File: src/rtl/map_port_arbiter.sv
// Single-port map BRAM arbiter: eat read-modify-write has priority over
// round-robin Pac-Man/ghost reads, and a pellet counter tracks level completion.
module map_port_arbiter #(
  parameter int         ADDR_W       = 11,
  parameter int         DEPTH        = 1152,
  parameter logic [3:0] TILE_EMPTY   = 4'h0,
  parameter logic [3:0] TILE_PELLET  = 4'h1,
  parameter logic [3:0] TILE_POWER   = 4'h2,
  parameter logic [3:0] OOR_TILE     = 4'hF,
  parameter int         PELLET_TOTAL = 244
) (
  input  logic              vga_pix_clk,
  input  logic              rst,
  input  logic              pac_rd_req,
  input  logic [ADDR_W-1:0] pac_rd_addr,
  output logic              pac_rd_gnt,
  output logic              pac_rd_valid,
  output logic [3:0]        pac_rd_data,
  input  logic              gh_rd_req,
  input  logic [ADDR_W-1:0] gh_rd_addr,
  output logic              gh_rd_gnt,
  output logic              gh_rd_valid,
  output logic [3:0]        gh_rd_data,
  input  logic              eat_req,
  input  logic [ADDR_W-1:0] eat_addr,
  output logic              eat_gnt,
  output logic              eat_busy,
  output logic              eat_done,
  output logic [1:0]        eaten_kind,
  output logic [ADDR_W-1:0] mem_addr,
  output logic              mem_we,
  output logic [3:0]        mem_di,
  input  logic [3:0]        mem_dout,
  output logic [7:0]        pellets_left,
  output logic              level_clear
);

  typedef enum logic {IDLE, EAT_CHK} state_t;

  localparam logic [ADDR_W:0] DEPTH_C = (ADDR_W+1)'(DEPTH);
  localparam logic [1:0] K_NONE = 2'b00, K_PELLET = 2'b01, K_POWER = 2'b10;

  state_t            state_q, state_d;
  logic              rr_q, rr_d;          // 1: ghost wins the next tie
  logic [ADDR_W-1:0] eat_addr_q, eat_addr_d;
  logic              eat_oor_q, eat_oor_d;
  logic              pac_vld_q, pac_oor_q, gh_vld_q, gh_oor_q;
  logic              done_q;
  logic [1:0]        kind_q, kind;
  logic [7:0]        pellets_q;
  logic              lc_q;
  logic              pac_oor, gh_oor, eat_oor;

  assign pac_oor = {1'b0, pac_rd_addr} >= DEPTH_C;
  assign gh_oor  = {1'b0, gh_rd_addr}  >= DEPTH_C;
  assign eat_oor = {1'b0, eat_addr}    >= DEPTH_C;

  always_comb begin
    state_d    = state_q;
    rr_d       = rr_q;
    eat_addr_d = eat_addr_q;
    eat_oor_d  = eat_oor_q;
    pac_rd_gnt = 1'b0;
    gh_rd_gnt  = 1'b0;
    eat_gnt    = 1'b0;
    mem_addr   = '0;
    mem_we     = 1'b0;
    kind       = K_NONE;
    case (state_q)
      IDLE: begin
        if (eat_req) begin
          eat_gnt    = 1'b1;
          mem_addr   = eat_oor ? '0 : eat_addr;
          eat_addr_d = eat_addr;
          eat_oor_d  = eat_oor;
          state_d    = EAT_CHK;
        end else if (pac_rd_req && (!gh_rd_req || !rr_q)) begin
          pac_rd_gnt = 1'b1;
          mem_addr   = pac_oor ? '0 : pac_rd_addr;
          rr_d       = 1'b1;
        end else if (gh_rd_req) begin
          gh_rd_gnt  = 1'b1;
          mem_addr   = gh_oor ? '0 : gh_rd_addr;
          rr_d       = 1'b0;
        end
      end
      EAT_CHK: begin
        state_d = IDLE;
        if (!eat_oor_q) begin
          if (mem_dout == TILE_PELLET)     kind = K_PELLET;
          else if (mem_dout == TILE_POWER) kind = K_POWER;
        end
        if (kind != K_NONE) begin
          mem_we   = 1'b1;
          mem_addr = eat_addr_q;
        end
      end
      default: state_d = IDLE;
    endcase
    // Reset wins over everything, including a write pending in EAT_CHK.
    if (rst) begin
      pac_rd_gnt = 1'b0;
      gh_rd_gnt  = 1'b0;
      eat_gnt    = 1'b0;
      mem_we     = 1'b0;
      mem_addr   = '0;
    end
  end

  always_ff @(posedge vga_pix_clk) begin
    if (rst) begin
      state_q    <= IDLE;
      rr_q       <= 1'b0;
      eat_addr_q <= '0;
      eat_oor_q  <= 1'b0;
      pac_vld_q  <= 1'b0;
      pac_oor_q  <= 1'b0;
      gh_vld_q   <= 1'b0;
      gh_oor_q   <= 1'b0;
      done_q     <= 1'b0;
      kind_q     <= K_NONE;
      pellets_q  <= 8'(PELLET_TOTAL);
      lc_q       <= 1'b0;
    end else begin
      state_q    <= state_d;
      rr_q       <= rr_d;
      eat_addr_q <= eat_addr_d;
      eat_oor_q  <= eat_oor_d;
      pac_vld_q  <= pac_rd_gnt;
      pac_oor_q  <= pac_oor;
      gh_vld_q   <= gh_rd_gnt;
      gh_oor_q   <= gh_oor;
      done_q     <= (state_q == EAT_CHK);
      kind_q     <= kind;
      if (kind != K_NONE && pellets_q != 8'd0) pellets_q <= pellets_q - 8'd1;
      lc_q       <= (pellets_q == 8'd0);
    end
  end

  assign eat_busy     = (state_q == EAT_CHK);
  assign eat_done     = done_q;
  assign eaten_kind   = done_q ? kind_q : K_NONE;
  assign mem_di       = TILE_EMPTY;
  assign pac_rd_valid = pac_vld_q;
  assign gh_rd_valid  = gh_vld_q;
  assign pac_rd_data  = pac_vld_q ? (pac_oor_q ? OOR_TILE : mem_dout) : 4'h0;
  assign gh_rd_data   = gh_vld_q  ? (gh_oor_q  ? OOR_TILE : mem_dout) : 4'h0;
  assign pellets_left = pellets_q;
  assign level_clear  = lc_q;

endmodule
File: config.mk
export PLATFORM = sky130hd
export DESIGN_NAME = map_port_arbiter
export DESIGN_NICKNAME = d
export VERILOG_FILES = /design/src/rtl/map_port_arbiter.sv
export SDC_FILE = /design/constraint.sdc
export NUM_CORES = 1
export LEC_CHECK = 0
export ABC_AREA = 1
export CORE_MARGIN = 2
export CORE_UTILIZATION = 46
export DETAILED_ROUTE_END_ITERATION = 8
export PLACE_DENSITY = 0.82
export RECOVER_POWER = 50
export SKIP_CTS_REPAIR_TIMING = 1
export SYNTH_ARGS = -nofsm -noshare
export SYNTH_HDL_FRONTEND = slang
export SYNTH_SLANG_ARGS = --single-unit
File: constraint.sdc
create_clock -name vga_pix_clk -period 2.2 [get_ports vga_pix_clk]
set_input_delay 0.44 -clock vga_pix_clk [delete_from_list [all_inputs] [get_ports vga_pix_clk]]
set_output_delay 0.44 -clock vga_pix_clk [all_outputs]
set_load 0.05 [all_outputs]
# ---- After elaboration in Yosys (flattened, before gate mapping)
# Cells that the tools add are included.
dict set report totals {
  regBits 30
  inputBits 42
  word_cells 69
}
dict set report classes {
  addsub 1
  order_cmp 3
  eq_ne 2
  n_mux 37
  bitwise 2
  reduce_logical 12
}
# op count
set op_table {}
lappend op_table {{$mux W11} 8}
lappend op_table {{$ge A11 B11 Y1 const B} 3}
lappend op_table {{$pmux W11 S2} 1}
lappend op_table {{$mux W1} 17}
lappend op_table {{$mux W4} 4}
lappend op_table {{$mux W2} 6}
lappend op_table {{$logic_not A8 Y1} 1}
lappend op_table {{$reduce_bool A8 Y1} 1}
lappend op_table {{$sub A8 B1 Y8 const B} 1}
lappend op_table {{$reduce_bool A2 Y1} 3}
lappend op_table {{$eq A4 B1 Y1 const B} 1}
lappend op_table {{$eq A4 B2 Y1 const B} 1}
lappend op_table {{$reduce_and A3 Y1} 1}
lappend op_table {{$logic_and A1 B1 Y1} 2}
lappend op_table {{$logic_not A1 Y1} 2}
lappend op_table {{$not A1 Y1} 2}
lappend op_table {{$pmux W1 S2} 1}
lappend op_table {{$reduce_and A2 Y1} 1}
lappend op_table {{$logic_or A1 B1 Y1} 1}

# ---- Logic depth before layout (Yosys ltp)
# Gate-level depths: netlist of the first run.
dict set report depth {
  word_depth 9
  mapped_depth 10
  ltp_nobuf 9
}

# ---- Worst setup path after synthesis of the first run
# No wires, ideal clock.
dict set report synth_path {
  path_kind {flip-flop to output port}
  startpoint {register state_q, in the netlist eat_busy}
  endpoint {output gh_rd_gnt}
  arrival_ps 1984
  required_time_ps 1760
  path_slack_ps -224
  path_stages_with_launch 4
  path_cell_list {dfxtp_1 -> nor2_1 -> inv_1 -> nor3_1}
}
dict set report synth_between {
  elab_chain_cells 2
}
# item line
set synth_lines {}
lappend synth_lines {{start: declaration} 43} ;# state_t state_q, state_d;
lappend synth_lines {{start signal: assignment} 125} ;# state_q <= state_d;
lappend synth_lines {{$mux W1} 69} ;# case (state_q)
lappend synth_lines {{$mux W1} 101} ;# if (rst) begin
lappend synth_lines {{end: declaration} 21} ;# output logic gh_rd_gnt,
# No other way between the ends.

# ---- Worst setup path after layout of the first run
dict set report layout_path {
  startpoint {input eat_addr[10]}
  endpoint {output mem_addr[4]}
}
dict set report layout_between {
  elab_chain_cells 5
}
# item line
set layout_lines {}
lappend layout_lines {{start: declaration} 25} ;# input logic [ADDR_W-1:0] eat_addr,
lappend layout_lines {{$ge A11 B11 Y1} 56} ;# assign eat_oor = {1'b0, eat_addr} >= DEPTH_C;
lappend layout_lines {{$mux W11} 73} ;# mem_addr = eat_oor ? '0 : eat_addr;
lappend layout_lines {{$mux W11} 71} ;# if (eat_req) begin
lappend layout_lines {{$pmux W11 S2} 69}
lappend layout_lines {{$mux W11} 101}
lappend layout_lines {{end: declaration} 30} ;# output logic [ADDR_W-1:0] mem_addr,
# No other way between the ends.

==> metrics.md, run 1 <==
| Metric | Value |
|---|---|
| Netlist cell types | `27` |
| Largest net degree at the start of global routing | `21` |
| Violated checks | `setup timing` |
| Reg clk slew, reported paths | `70 ps` |
| Crit-path max cell delay | `550 ps` |
| Global-route usage over all layers | `28.9%` |
| Pre-CTS setup slack | `-220 ps` |
| Final Slew Violations | `0` |
| Type of the worst setup path | `input pin to output port` |
| Chip height | `68.7 µm` |
| CP Data Arrival Time | `1860 ps` |
| Clock Latency Late Sink | `290 ps` |
| Post-DP HPWL | `4830 µm` |
| Critical path buffers and inverters | `4` |
| Residual DRC | `0` |
| Initial antenna violation count | `0` |
| Slew margin rel. | `61.2%` |
| Family with the most delay on the worst path | `buffers and inverters` |
| Yosys reg bits | `30` |
| First-pass GRT wire length | `10,100 µm` |
| I/O Buffers | `79` |
| Clk_skew | `9.38 ps` |
| Design Area, Final | `0.00353 mm²` |
| YS warnings | `0` |
| Netlist Area Pre-Place | `0.00193 mm²` |
| Post-DR wirelength/cell | `18.5 µm` |
| Vias in the first global route | `2,309` |
| Final period util | `104%` |
| Clock sinks | `30` |
| CP Capture Type | `output port` |
| Mapped Avg Cell Area | `6.23 µm²` |
| DRT Pass-1 Iters | `5` |
| ANT nets after route | `0` |
| # setup viols final | `9` |
| Share of cells above drive strength 1 | `28.2%` |
| Row Count | `23` |
| Crit-path max FO | `8` |
| H-tree Lvls | `2` |
| Core area | `0.00403 mm²` |
| Most frequent cell on the critical path | `buf_12` |
| Initial Util | `47.8%` |
| Max-cap violations | `0` |
| Fin. Hold Viols | `0` |
| Crit-path cells | `clkdlybuf4s50_1, inv_1, nor2_4, o31ai_4, buf_12, nand3_1, nor2_2, buf_12` |
| DRT iter0 DRCs | `294` |
| Min cycle time layout | `2300 ps` |
| Final Wtd Congestion | `0.947` |
| Total Power | `0.00168 W` |
| Slew @ Worst Pin | `582 ps` |
| Total grt overflow | `0` |
| Pwr Density | `475 mW/mm²` |
| # IOs | `84` |
| Max Fclk | `435 MHz` |
| Total CTS buffers | `5` |
| Worst-case clock buffer depth | `2` |
| Root Buffer Master | `clkbuf_8` |
| Cells after Synth | `309` |
| Nets | `472` |
| Syn-to-layout area delta | `83.5%` |
| Diode count | `0` |
| Worst VDD drop | `0.335 mV` |
| WP data required | `1760 ps` |
| CTS tree | `yes` |
| Slowest library cell on the worst path | `clkdlybuf4s50_1` |
| Final WL | `8870 µm` |
| Status | `finished with violations` |
| Leakage power | `1.77 nW` |
| Vias | `2,772` |
| Placed Area | `0.00323 mm²` |
| Post-route setup slack | `-98.0 ps` |
| Die area | `0.00472 mm²` |
| Die width | `68.7 µm` |
| Seq/Total Area, Yosys | `31.2%` |
| Crit start category | `input pin` |
| Worst hold path class | `flip-flop to flip-flop` |
| Vias/cell | `5.79` |
-- worst register-to-register path, delay by kind of cell, from the launching register on --
kind                   cells  cell delay [ps]
buffers and inverters      3              790
DFF                        1              390
and+or+nand+nor            3              480
-- metrics by stage --
stage / hold slack, ps / TNS [ps] / utilization, % / cells
floorplan: 443 / -144 / - / 312
global placement: 453 / -2040 / 80.2 / 465
detailed placement: 476 / -2410 / 80.2 / 465
CTS: 490 / -2750 / 82.4 / 473
global route: 514 / -885 / 87.7 / 479
finish: 503 / -518 / 87.7 / 479
-- placed cells by master (no fill, tap or decap) --
cell type | synthesis | layout
clkbuf_1 | 2 | 4
buf_12 | 0 | 25
clkdlybuf4s50_1 | 0 | 38
nor2_4 | 2 | 3
inv_2 | 3 | 5
o21ai_1 | 5 | 6
xor2_1 | 4 | 4
nand2_2 | 7 | 9
nor3_1 | 4 | 4
inv_1 | 40 | 37
clkbuf_4 | 0 | 1
dfxtp_2 | 0 | 1
dfxtp_1 | 30 | 29
nand3_1 | 33 | 27
a21oi_2 | 2 | 5
nand2_4 | 1 | 3
ha_1 | 2 | 2
nand4_1 | 4 | 4
inv_4 | 0 | 1
dlymetal6s2s_1 | 0 | 17
nand3_2 | 1 | 7
clkinv_2 | 0 | 1
buf_6 | 4 | 2
clkinvlp_4 | 0 | 1
a211oi_1 | 1 | 2
clkbuf_8 | 0 | 6
nor2_1 | 54 | 42
a21oi_4 | 0 | 2
o21ai_0 | 5 | 4
nor2_2 | 1 | 12
clkbuf_16 | 0 | 1
buf_4 | 5 | 35
conb_1 | 1 | 4
o31ai_4 | 1 | 1
nand2_1 | 69 | 65
a21oi_1 | 24 | 19
-- layer usage --
metal | up-vias | share of wire, % | wire [µm] | global-route usage [%]
met2 | 235 | 48 | 4250 | 49.4
met5 | - | 0 | 0 | 0
met1 | 1268 | 36 | 3190 | 33.3
met4 | 0 | 7.3 | 646 | 13.5
met3 | 69 | 8.9 | 787 | 7.95
li1 | 1200 | - | - | -
-- Yosys cell counts (all sizes together) --
library cell | n | share of area, %
a211oi | 2 | 1.0
a21oi | 26 | 7.1
buf | 12 | 5.1
clkbuf | 2 | 0.39
conb | 1 | 0.19
dfxtp | 30 | 31
ha | 2 | 1.3
inv | 43 | 8.4
nand2 | 77 | 16
nand3 | 34 | 9.1
nand4 | 4 | 1.3
nor2 | 57 | 12
nor3 | 4 | 1.0
o21ai | 10 | 2.6
o31ai | 1 | 1.1
xor2 | 4 | 1.8
-- flip-flops by register name, indices dropped and copies added (netlist names) --
signal	count
pellets_left	8
kind_q	2
eat_addr_q	11
gh_rd_valid	1
pac_rd_valid	1
level_clear	1
rr_q	1
eat_busy	1
eat_oor_q	1
pac_oor_q	1
gh_oor_q	1
eat_done	1
-- worst paths after layout --
check / from / end / slack (ps) / cells past startpoint
min reg2reg: eat_addr_q[3] / eat_addr_q[3] / 500 / 2
max reg2reg: eat_busy / eat_addr_q[6] / 460 / 6
max: eat_addr[10] / mem_addr[4] / -100 / 8
min: eat_addr_q[3] / eat_addr_q[3] / 500 / 2
-- final cells by class --
class | count | area [µm²]
flip-flops and latches | 30 | 602
multi-input cells | 225 | 1180
clock buffers | 7 | 86.3
inverters | 43 | 164
fillers | 198 | 495
repair inverters | 1 | 7.51
well taps | 50 | 62.6
clock inverters | 1 | 5.00
repair buffers | 122 | 1420
-- report_power, final --
| part | total [W] | switching [W] | internal (W) |
|---|---|---|---|
| clock network | 0.000461 | 0.000209 | 0.000252 |
| registers | 0.000589 | 0.0000202 | 0.000569 |
| logic | 0.000629 | 0.000358 | 0.000271 |
| total | 0.00168 | 0.000588 | 0.00109 |
-- cells by family after synthesis --
family	after synthesis	share of synthesized area, %
and+or+nand+nor	176	39.8
DFF	30	31.2
other	1	0.195
buffers and inverters	57	13.8
adders and majority gates	2	1.30
AOI/OAI and AO/OA	39	11.9
xor gates and xnor gates	4	1.82
Note: power is estimated with default switching activity, not from simulation.
==> run 2, diff against run 1 <==
--- a/config.mk
+++ b/config.mk
@@ -6,10 +6,11 @@
 export NUM_CORES = 1
 export LEC_CHECK = 0
 export ABC_AREA = 1
+export CAP_MARGIN = 10
 export CORE_MARGIN = 2
-export CORE_UTILIZATION = 46
+export CORE_UTILIZATION = 42
 export DETAILED_ROUTE_END_ITERATION = 8
-export PLACE_DENSITY = 0.82
+export PLACE_DENSITY = 0.78
 export RECOVER_POWER = 50
 export SKIP_CTS_REPAIR_TIMING = 1
 export SYNTH_ARGS = -nofsm -noshare
==> constraint.sdc (replaced) <==
create_clock -name vga_pix_clk -period 2.4 [get_ports vga_pix_clk]
set_input_delay 0.48 -clock vga_pix_clk [delete_from_list [all_inputs] [get_ports vga_pix_clk]]
set_output_delay 0.48 -clock vga_pix_clk [all_outputs]
set_load 0.05 [all_outputs]
==> run 2 against run 1 <==
Compared with the run above: the run now ends clean; final cell count shrank 3.1%; cell area shrank 4.6%; register-to-register slack gained 410 ps; sequential cell count is the same; critical endpoint is now mem_addr[6]; largest cell class unchanged.
==> metrics.md, run 2 (synthesis results as in run 1) <==
| Metric | Value |
|---|---|
| Die area | `0.00514 mm² (+9.0%)` |
| Total grt overflow | `0 (unchanged)` |
| Worst VDD drop | `0.332 mV (-0.97%)` |
| Max FFs per register | `11 (unchanged)` |
| DRT iter0 DRCs | `125 (-57%)` |
| # IOs | `84 (unchanged)` |
| M3 GR Usage | `7.03% (-0.92 points)` |
| WP data required | `1920 ps (+160 ps)` |
| First-pass GRT wire length | `8780 µm (-13%)` |
| # fillers | `334 (+69%)` |
| Placed Area | `0.00312 mm² (-3.3%)` |
| Global-route usage over all layers | `21.8% (-7.1 points)` |
| Type of the worst setup path | `input pin to output port` |
| Syn-to-layout area delta | `75.0%` |
| Post-DP HPWL | `4270 µm (-11%)` |
| Worst-case clock buffer depth | `2 (unchanged)` |
| Total Power | `0.00148 W (-12%)` |
| Setup TNS Final | `0 ps (+518 ps)` |
| CTS tree | `yes` |
| Biggest register | `eat_addr_q` |
| Crit start category | `input pin` |
| Leakage power | `1.60 nW (-9.3%)` |
| Reg2Reg Setup Slack | `870 ps (+410 ps)` |
| Largest net degree at the start of global routing | `21 (unchanged)` |
| Fin. Hold Viols | `0 (unchanged)` |
| Final WL | `6040 µm (-32%)` |
| Met2 Resource Use GR | `37.6% (-12 points)` |
| Worst hold path class | `flip-flop to flip-flop` |
| Max-cap violations | `0 (unchanged)` |
| Vias/cell | `5.03 (-13%)` |
| I/O Buffers | `79 (unchanged)` |
| Final Slew Violations | `0 (unchanged)` |
| Clk_skew | `7.05 ps (-2.32 ps)` |
| Critical path launch point | `eat_req` |
| Min cycle time layout | `2380 ps` |
| Most Crowded Layer GR | `met2` |
| Initial Util | `43.9% (-3.9 points)` |
| Chip height | `71.7 µm (+4.4%)` |
| CP Data Arrival Time | `1900 ps (+40 ps)` |
| Final period util | `99.1%` |
| GR Util met1 | `24.5% (-8.7 points)` |
| Most common library cell in the layout ignoring fill and taps | `nand2_1` |
| # setup viols final | `0 (-9)` |
| Status | `complete, no violations` |
| Residual DRC | `0 (unchanged)` |
| Share of cells above drive strength 1 | `26.0% (-2.2 points)` |
| Clock sinks | `30 (unchanged)` |
| Crit-path max FO | `12 (+4)` |
| Slew margin rel. | `65.4% (+4.2 points)` |
| DRT Pass-1 Iters | `4 (-1)` |
| ANT nets after route | `0 (unchanged)` |
| Root Buffer Master | `clkbuf_8` |
| Total CTS buffers | `5 (unchanged)` |
| Nets | `455 (-3.6%)` |
| Vias | `2,332 (-16%)` |
| Row Count | `24 (+4.3%)` |
| H-tree Lvls | `2 (unchanged)` |
| Post-DR wirelength/cell | `13.0 µm (-30%)` |
| Reg clk slew, reported paths | `70 ps (about the same)` |
| Hold path start | `eat_oor_q` |
| Die width | `71.7 µm (+4.4%)` |
| CP Capture Type | `output port` |
| Diode count | `0 (unchanged)` |
| Design Area, Final | `0.00337 mm² (-4.6%)` |
| Clock Latency Late Sink | `290 ps (about the same)` |
| Pwr Density | `440 mW/mm² (-7.5%)` |
| Commonest cells after routing, fill and taps aside | `nand2_1, clkdlybuf4s50_1, nor2_1, inv_1, dfxtp_1` |
| R2R Path Start | `pellets_left[0]` |
| Slew @ Worst Pin | `519 ps (-63.7 ps)` |
| Vias in the first global route | `2,094 (-9.3%)` |
| Final Wtd Congestion | `0.860 (-9.2%)` |
| Max Fclk | `420 MHz` |
| Initial antenna violation count | `0 (unchanged)` |
| Post-layout util | `76.9% (-11 points)` |
| Core area | `0.00438 mm² (+8.8%)` |
## run 2: cell types whose count changed in the layout (fill, tap and decap cells not counted), sizes merged
cell / delta
clkinvlp: +1
clkbuf: -6
inv: -1
clkdlybuf4s50: +9
buf: -12
dlymetal6s2s: -8
## run 2: worst max-delay path, cell delays in order
cell and delay (ps):
clkdlybuf4s50_1 490, nand2_4 190, nor2_2 70, o31ai_4 140
nand3_1 180, nor2_2 180, buf_12 160
## run 2: area by class of cell
class	count	area, µm²	share of cell area (%)
inverter	43	165	4.90
sequential	30	601	17.8
multi-input combinational	225	1170	34.8
timing repair buffer	106	1270	37.7
clock buffer	6	82.6	2.45
tap	52	65.1	1.93
clock inverter	2	12.5	0.371
## run 2: where the power goes
group          switching (W)  internal, W  leakage, nW
Sequential         0.0000143     0.000521        0.246
Clock               0.000202     0.000230       0.0472
Combinational       0.000285     0.000230         1.31
## run 2: per-stage QoR
| stage | instances | hold WS, ps | setup WS, ps |
|---|---|---|---|
| after detailed placement | 453 | 463 | -98.1 |
| after CTS | 461 | 472 | -112 |
| after global placement | 453 | 454 | -88.0 |
| final | 464 | 474 | 21.3 |
| after global routing | 464 | 505 | -98.3 |
| after floorplan | 312 | 443 | -63.6 |
## run 2: final timing paths
| kind | endpoint | cells after the start |
|---|---|---|
| setup / recovery | mem_addr[6] | 7 |
| hold / removal | eat_oor_q | 2 |
| setup reg to reg | pellets_left[5] | 9 |
| hold reg to reg | eat_oor_q | 2 |
## run 2: per-layer routing
layer | vias up | part of all wire [%]
met1 | 1057 | 40
li1 | 1167 | -
met4 | 0 | 2.9
met5 | - | 0
met3 | 15 | 7.5
met2 | 93 | 50
